**src/rtl/flex_pts_framer.sv**
```systemverilog
// Parallel-to-serial framer: one-deep holding register feeding a shift register, optional parity bit.
// Latency: a word accepted at edge E0 is loaded at E1 when idle, or back-to-back at the final strobe of the current frame.
// Backpressure: data_ready = ~hold_valid, with no bypass; the next word waits in the hold register while the current one shifts.
module flex_pts_framer #(
  parameter int NUM_BITS  = 8,
  parameter bit SHIFT_MSB = 1'b1,
  parameter int PARITY    = 0,
  parameter bit IDLE_VAL  = 1'b1
) (
  input  logic                clk,
  input  logic                n_rst,
  input  logic                shift_enable,
  input  logic [NUM_BITS-1:0] data_in,
  input  logic                data_valid,
  output logic                data_ready,
  output logic                serial_out,
  output logic                busy,
  output logic                frame_done
);

  localparam int FRAME = NUM_BITS + ((PARITY != 0) ? 1 : 0);
  localparam int CW    = $clog2(FRAME + 1);

  localparam logic [CW-1:0] CNT_LAST  = CW'(FRAME - 1);
  localparam logic [CW-1:0] CNT_SHLIM = CW'(NUM_BITS - 1);
  localparam logic [CW-1:0] CNT_PAR   = CW'(NUM_BITS);

  typedef enum logic {ST_IDLE, ST_SHIFT} state_t;

  state_t              state_q, state_d;
  logic [NUM_BITS-1:0] hold_q, hold_d;
  logic [NUM_BITS-1:0] sr_q, sr_d;
  logic                hold_vld_q, hold_vld_d;
  logic                par_q, par_d;
  logic                done_q, done_d;
  logic [CW-1:0]       cnt_q, cnt_d;

  logic accept;
  logic frame_end;
  logic load;
  logic word_par;

  // Handshake and load qualifiers
  always_comb begin
    accept    = data_valid && !hold_vld_q;
    frame_end = (state_q == ST_SHIFT) && shift_enable && (cnt_q == CNT_LAST);
    load      = hold_vld_q && ((state_q == ST_IDLE) || frame_end);
    word_par  = ^hold_q;
  end

  // Next-state logic: hold register, shift register, counter, parity and state
  always_comb begin
    state_d    = state_q;
    hold_d     = hold_q;
    hold_vld_d = hold_vld_q;
    sr_d       = sr_q;
    par_d      = par_q;
    cnt_d      = cnt_q;
    done_d     = frame_end;

    if (accept) begin
      hold_d     = data_in;
      hold_vld_d = 1'b1;
    end

    if (load) begin
      sr_d       = hold_q;
      par_d      = (PARITY == 2) ? ~word_par : word_par;
      cnt_d      = '0;
      hold_vld_d = 1'b0;
      state_d    = ST_SHIFT;
    end else if (frame_end) begin
      // Last bit period over and nothing waiting: back to the idle line level
      state_d = ST_IDLE;
    end else if ((state_q == ST_SHIFT) && shift_enable) begin
      cnt_d = cnt_q + 1'b1;
      // Data bits shift only until the last one is at the output; the parity
      // period (if any) leaves the register alone
      if (cnt_q < CNT_SHLIM) begin
        if (SHIFT_MSB) begin
          sr_d = {sr_q[NUM_BITS-2:0], IDLE_VAL};
        end else begin
          sr_d = {IDLE_VAL, sr_q[NUM_BITS-1:1]};
        end
      end
    end
  end

  // State registers with asynchronous clear to the idle line level
  always_ff @(posedge clk or negedge n_rst) begin
    if (!n_rst) begin
      state_q    <= ST_IDLE;
      hold_q     <= '0;
      hold_vld_q <= 1'b0;
      sr_q       <= {NUM_BITS{IDLE_VAL}};
      par_q      <= IDLE_VAL;
      cnt_q      <= '0;
      done_q     <= 1'b0;
    end else begin
      state_q    <= state_d;
      hold_q     <= hold_d;
      hold_vld_q <= hold_vld_d;
      sr_q       <= sr_d;
      par_q      <= par_d;
      cnt_q      <= cnt_d;
      done_q     <= done_d;
    end
  end

  // Outputs depend only on registers; the line mux picks data bit or parity bit
  always_comb begin
    data_ready = !hold_vld_q;
    busy       = (state_q == ST_SHIFT);
    frame_done = done_q;
    serial_out = IDLE_VAL;
    if (state_q == ST_SHIFT) begin
      if (cnt_q < CNT_PAR) begin
        serial_out = SHIFT_MSB ? sr_q[NUM_BITS-1] : sr_q[0];
      end else begin
        serial_out = par_q;
      end
    end
  end

endmodule

```
**config.mk**
```make
export PLATFORM = sky130hd
export DESIGN_NAME = flex_pts_framer
export DESIGN_NICKNAME = d
export VERILOG_FILES = /design/src/rtl/flex_pts_framer.sv
export SDC_FILE = /design/constraint.sdc
export NUM_CORES = 1
export LEC_CHECK = 0
export CORE_ASPECT_RATIO = 1.5
export CORE_MARGIN = 5
export CORE_UTILIZATION = 57
export DETAILED_ROUTE_END_ITERATION = 8
export PLACE_DENSITY = 0.82
export SETUP_SLACK_MARGIN = 0.15
export SYNTH_ARGS = -nofsm -noshare
export SYNTH_HDL_FRONTEND = slang
export SYNTH_SLANG_ARGS = --single-unit
```
**constraint.sdc**
```tcl
create_clock -name clk -period 4.7 [get_ports clk]
set_clock_uncertainty 0.1 [all_clocks]
set_input_delay 0.47 -clock clk [delete_from_list [all_inputs] [get_ports clk]]
set_output_delay 0.47 -clock clk [all_outputs]
set_load 0.01 [all_outputs]
```
# --- Word level (Yosys, flattened, before mapping) ---
# Cells that the tools add are included.
word_totals:
  inputBits: 12
  ff_bits: 24
  word_cells: 39
  output_inout_bits: 4
  latchBits: 0
  ramBits: 0
  n_memories: 0
  romBits: 0
op_classes:
  addsub: 1
  shift: 0
  div_mod_pow: 0
  eq_ne: 2
  muxes: 13
  reduce_logical: 13
  n_lt_le_gt_ge: 2
  bitwise_logic: 1
  n_mul: 0
op_table:
  columns: ["op", "n"]
  rows:
  - ["two-way mux 8 bit", 4]
  - ["two-way mux 4 bit", 3]
  - ["nonzero test 2 bit", 4]
  - ["parity 8 bit", 1]
  - ["two-way mux 1 bit", 6]
  - ["adder 4 x 1 -> 4 bit (second input constant)", 1]
  - ["equality test 4 x 3 -> 1 bit (second input constant)", 1]
  - ["logical AND 1 bit", 4]
  - ["less-than comparator 4 x 3 -> 1 bit (second input constant)", 1]
  - ["less-than comparator 4 bit (second input constant)", 1]
  - ["AND reduction 3 bit", 1]
  - ["inequality test 2 x 1 -> 1 bit (second input constant)", 1]
  - ["AND reduction 2 bit", 1]
  - ["logical NOT 1 bit", 1]
  - ["logical OR 1 bit", 1]
  - ["NOT 1 bit", 1]

# --- Depth between registers and ports, before layout ---
# Gate-level depths: netlist of the first run.
depth:
  ltp_word: 6
  ltp_mapped: 6
  ltp_nobuf: 5

# --- Least setup slack after synthesis of the first run ---
# No wires, ideal clock.
synth_timing:
  kind: "register -> register"
  from: "register cnt_q[0]"
  to: "register sr_q[0]"
  n_path_buf: 1
  path_stages_with_launch: 6
  slack_ps: 3221
  arrival_ps: 1297
  cell_sequence: "dfrtp_1 -> ha_1 -> a21boi_0 -> o22ai_2 -> buf_4 -> a22oi_1"
synth_between:
  elab_chain_len: 6
  word_cells_on_any_way: 10
  cone_classes: "order compare (1); eq/ne (2); mux (1); reduce/logical (6)"
synth_lines:
  columns: ["item", "line_no", "text"]
  rows:
  - ["from (decl)", "36", "logic [CW-1:0] cnt_q, cnt_d;"]
  - ["from (signal assigned)", "105", "cnt_q <= cnt_d;"]
  - ["equality test 4 x 3 -> 1 bit", "46", "frame_end = (state_q == ST_SHIFT) && shift_enable && (cnt_q == CNT_LAST);"]
  - ["logical AND 1 bit", "46", null]
  - ["logical OR 1 bit", "47", "load = hold_vld_q && ((state_q == ST_IDLE) || frame_end);"]
  - ["logical AND 1 bit", "47", null]
  - ["inequality test 2 x 1 -> 1 bit (no source line) / nonzero test 2 bit (equally long branches)", null, null]
  - ["AND reduction 3 bit (no source line)", null, null]
  - ["to (signal assigned)", "95", "sr_q <= {NUM_BITS{IDLE_VAL}};"]
  - ["to (signal assigned)", "103", "sr_q <= sr_d;"]
  - ["to (decl)", "32", "logic [NUM_BITS-1:0] sr_q, sr_d;"]
# Several ways; a longest one is shown, not always the timed one.
# A chain may end at the register's enable or synchronous reset.

# --- Final worst setup path of the first run ---
layout_timing:
  from: "register cnt_q[3]"
  to: "output port serial_out"
layout_between:
  elab_chain_len: 3
layout_lines:
  columns: ["item", "line_no", "text"]
  rows:
  - ["less-than comparator 4 bit", "117", "if (cnt_q < CNT_PAR) begin"]
  - ["two-way mux 1 bit", "117", null]
  - ["two-way mux 1 bit", "116", "if (state_q == ST_SHIFT) begin"]
  - ["to (decl)", "16", "output logic serial_out,"]
# Every way passes these cells.

==> run metrics, run 1 <==
run status=complete, no violations; post-CTS setup buffer count=0; GP Congestion=0.7983; Core Footprint=0.002002 sq mm; post-route cell area=0.001354 sq mm; I/O Buffers=15; Die Width=47.05 um; initial DRC count=18; Final min period=2126 ps; NumNets Final=131; Crit Path Category=flop to output port; Placed Instance Area=0.001328 sq mm; DP HPWL=1.555 mm; Mapped Cells=101; synth warn=0; # H-tree levels=1; critical path data required time=4130 ps; Final setup viols=0; RSZ-0062 raised after global routing=no; pre-CTS setup slack=2358 ps; ant diodes=0; grt ovf=0; number of buffers created by CTS=3; CP max FO=5; routed vias=783; period utilisation layout=45.24%; syn_nets=114; ys flop type=dfrtp_1; Max Freq=470.3 MHz; placed insts=135; largest net degree at the start of global routing=25; Critical Path Sink Type=output port; post-route ant nets=0; Post-synth top cells=dfrtp_1, nand2_1, dfstp_2; Fin. Hold Viols=0; post-synthesis sequential area ratio=52.13%; routed vias/inst=5.633; Post-Syn Area per Cell=11.62 sq um; maximum vdd drop=0.3604 mV; share of the synthesized area in the top cell type=31.98%; I/O pins=16; initial antenna violation count=0; clk sinks=24; Finished Layout Cells=139; leading area contributor after synthesis=dfrtp_1; Hold Buf Count CTS=0; DRT Pass-1 Iters=2; GRT Overall Usage=15.58%; CTS tree=yes; CP max stage cell=dfrtp_1; Fin Hold WS=377.1 ps; critical path arrival=1560 ps; Critical path origin=cnt_q[3]; die area=0.003085 sq mm; first-pass GRT wire length=3.491 mm; Yosys cell types=31; post-CTS sizing=0; layout cells sized above 1=23.93%; initial core utilization=58.63%; Slew headroom=31.50%; WL/cell=14.35 um; CTS Root Cell=clkbuf_4; startpoint class of the critical path=flop; Lkg Pwr=0.5627 nW; setup TNS=0 ps; R2R Path Start=cnt_q[0]; Cell Area, Synth=0.001174 sq mm; worst-case clock buffer depth=2; HP Start=sr_q[6]; Synth area leaders=dfrtp_1, dfstp_2, mux2i_1; Final Max Tran Viols=0; Die Ht=65.58 um; max-cap violations=0; CP peak stage delay=480 ps; Pwr Density=625.9 mW/mm^2; vias in the first global route=830; Worst-path clk slew=130 ps; number of synthesized register bits=24; Final WS setup=2574 ps; # rows=20; Post-synth EDFFs=0; most common cell in the netlist=dfrtp_1; Post-synth ARST share=100.0%; CP cell instances=mux2i_1, nand2_1, clkdlybuf4s50_1; hold crit path type=flop to flop; Synth-to-Final Area Change=15.35%; Clock Latency Late Sink=310 ps; Routed WL=1.994 mm; Residual DRC=0; Slew @ Worst Pin=1024 ps
==> path summary, 6_finish.rpt <==
| check | end | slack (ps) | cells past startpoint |
|---|---|---|---|
| max in group asynchronous | hold_q[1] | 3280 | 1 |
| worst max-delay path | serial_out | 2570 | 3 |
| worst min register to register | sr_q[6] | 380 | 2 |
| worst min-delay path | sr_q[6] | 380 | 2 |
| min in group asynchronous | busy | 600 | 1 |
| worst max register to register | sr_q[7] | 2820 | 5 |
==> critical path, delay by kind of cell (launching register included) <==
family                 cells  cell delay [ps]
buffers and inverters      1              480
flip-flops                 1              480
multiplexers               1              210
AND/OR/NAND/NOR            1               70
==> layer usage <==
metal / wire, um / GRT usage, % / part of all wire (%) / vias to the layer above
li1: - / - / - / 380
met1: 737 / 16.19 / 37 / 383
met2: 1144 / 28.74 / 57 / 14
met3: 63 / 2.740 / 3.2 / 6
met4: 48 / 6.228 / 2.4 / 0
met5: 0 / 0 / 0 / -
==> kinds of logic after synthesis <==
kind of cell | share of synthesized area (%)
adder cells (fa/ha/maj) | 1.066
AO/OA/AOI/OAI | 13.22
flip-flops | 52.13
AND/OR/NAND/NOR | 10.87
buffers and inverters | 3.944
multiplexers | 13.54
XOR/XNOR | 5.224
==> metrics by stage <==
stage | util [%] | total power, mW
after floorplan | - | 0.6762
after global placement | 66.31 | 0.7526
after detailed placement | 66.31 | 0.7678
after CTS | 67.63 | 0.8592
after global routing | 67.63 | 0.9147
final | 67.63 | 0.8474
==> cell type report <==
cell class | count | area, sq um
flip-flops and latches | 24 | 611.8
fillers | 152 | 648.1
inverters | 6 | 22.52
repair buffers | 15 | 150.1
multi-input cells | 68 | 515.5
well taps | 22 | 27.53
clock buffers | 4 | 26.28
==> layout by cell type, fill, tap and decap left out, types with 4 or more instances in the layout <==
master           Yosys  routed
o21ai_0              5       5
clkdlybuf4s50_1      0      15
dfstp_2              9       9
inv_1                6       6
mux2_2               7       7
dfrtp_1             15      15
mux2i_1              8       8
a21oi_1              4       4
xnor2_1              7       7
nand2_1             11      11
o21ai_1              4       4
==> report_power, final <==
| part | leakage, nW | internal, mW | switching [mW] | total, mW |
|---|---|---|---|---|
| clock | 0.0150 | 0.0332 | 0.0578 | 0.0910 |
| combinational | 0.278 | 0.196 | 0.156 | 0.352 |
| sequential | 0.270 | 0.323 | 0.0815 | 0.404 |
| total | 0.563 | 0.552 | 0.295 | 0.847 |
==> registers in the layout (all words and copies together), names as in the netlist <==
name,count
cnt_q,4
par_q,1
hold_q,8
hold_vld_q,1
frame_done,1
busy,1
sr_q,8
No activity file was read; power rests on OpenSTA's default activity.
==> run 2: changes to the inputs <==
- CORE_UTILIZATION: 57 -> 53
- PLACE_DENSITY: 0.82 -> 0.77
- clock period: 4.7 -> 2.07 ns (I/O delays scaled with it)
==> run 2 against run 1 <==
Net effect: count of clock-buffer cells in the layout did not move; cell area grew 3.1%; global-route usage decreased by 1.5 points.
==> run metrics, run 2 (synthesized netlist as in run 1, its figures left out) <==
worst reg2reg endpoint=sr_q[7]; WL/cell=14.32 um; routed vias=777; Critical Path Sink Type=output port; most common cell after layout, fill and taps aside=clkdlybuf4s50_1; routed vias/inst=5.396; total of fill cells in the finished design=181; CTS tree=yes; Core Footprint=0.002181 sq mm; setup TNS=0 ps; R2R Path Start=cnt_q[0]; RSZ-0062 raised after global routing=no; vias in the first global route=794; Lkg Pwr=0.5875 nW; GRT Overall Usage=14.06%; Finished Layout Cells=144; GP Congestion=0.7443; pre-CTS setup slack=235.4 ps; startpoint class of the critical path=flop; placed insts=140; initial antenna violation count=0; NumNets Final=135; ant diodes=0; CP peak stage delay=550 ps; Pwr Density=1425 mW/mm^2; post-route ant nets=0; CP cell instances=mux2i_1, nand2_1, clkdlybuf4s50_1; run status=complete, no violations; Final WS setup=242.9 ps; period utilisation layout=88.27%; Slew headroom=80.45%; critical path arrival=1520 ps; largest net degree at the start of global routing=25; hold crit path type=input port to async pin; post-route cell area=0.001396 sq mm; Synth-to-Final Area Change=18.98%; initial DRC count=7; Residual DRC=0; Max Freq=547.3 MHz; critical path data required time=1760 ps; Die Width=48.42 um; fin util=64.03%; Placed Instance Area=0.001359 sq mm; worst-case clock buffer depth=2; Slew @ Worst Pin=293.2 ps; max-cap violations=0; R2R setup slack=450 ps; maximum vdd drop=1.077 mV; DRT Pass-1 Iters=3; number of buffers created by CTS=3; Final min period=1827 ps; Die Ht=67.64 um; FF-to-FF path depth=6; I/O Buffers=15; Pwr Total=1.990 mW; initial core utilization=53.82%; layout cells sized above 1=28.10%; DP HPWL=1.575 mm; Crit Path Category=flop to output port; Fin. Hold Viols=0; first-pass GRT wire length=3.553 mm; # H-tree levels=1; Clock Latency Late Sink=300 ps; CP max stage cell=dfstp_2; clk sinks=24; Fin Hold WS=127.9 ps; Regs by FF count=hold_q: 8 flops, sr_q: 8 flops, cnt_q: 4 flops; Final setup viols=0; Final Max Tran Viols=0; I/O pins=16; CTS Root Cell=clkbuf_4; commonest cells after routing, fill and taps aside=clkdlybuf4s50_1, dfrtp_1, nand2_1, dfstp_2, mux2i_1; die area=0.003275 sq mm; Worst-path clk slew=130 ps; # rows=21; grt ovf=0; Routed WL=2.062 mm; CP max FO=2
## run 2: cell count changes in the layout (fill, tap and decap cells not counted)
cell,previous run,this run
dfrtp_2,0,1
buf_4,0,4
clkbuf_8,0,1
dfrtp_1,15,14
clkbuf_1,1,0
## run 2: how the worst max path moves through the flow
stage,start,endpoint
after floorplan,cnt_q[0],sr_q[0]
after global placement,shift_enable,sr_q[7]
after detailed placement,shift_enable,sr_q[7]
after CTS,cnt_q[3],serial_out
after global routing,cnt_q[3],serial_out
final,par_q,serial_out
## run 2: final cells by class
| cell class | instances | area [sq um] | share of cell area [%] |
|---|---|---|---|
| Inverter | 6 | 22.52 | 1.613 |
| Sequential cell | 24 | 613.1 | 43.91 |
| Timing Repair Buffer | 19 | 180.2 | 12.90 |
| Clock buffer | 4 | 36.28 | 2.599 |
| Tap cell | 23 | 28.78 | 2.061 |
| Multi-Input combinational cell | 68 | 515.5 | 36.92 |
## run 2: power by group
group / switching [mW] / leakage (nW) / internal, mW
Combinational: 0.360 / 0.298 / 0.464
Clock: 0.130 / 0.0210 / 0.107
Sequential: 0.193 / 0.269 / 0.735
## run 2: timing repair
action                                  in CTS  in global routing
gates resized for setup                      0                  1
endpoints found under the setup margin       0                  1
buffers inserted                             0                  0
hold buffers                                 0                  0
## run 2: worst max-delay path, delay by kind of cell, from the launching register on
kind | cells | cell delay, ps
buf+inv | 1 | 530
simple gates | 1 | 70
mux | 1 | 70
flops | 1 | 550
## run 2: per-layer routing
layer  GRT usage, %  share of wire, %
met3          2.870               4.1
met4          7.266               1.0
met1          14.19                39
met5              0                 0
met2          26.80                56
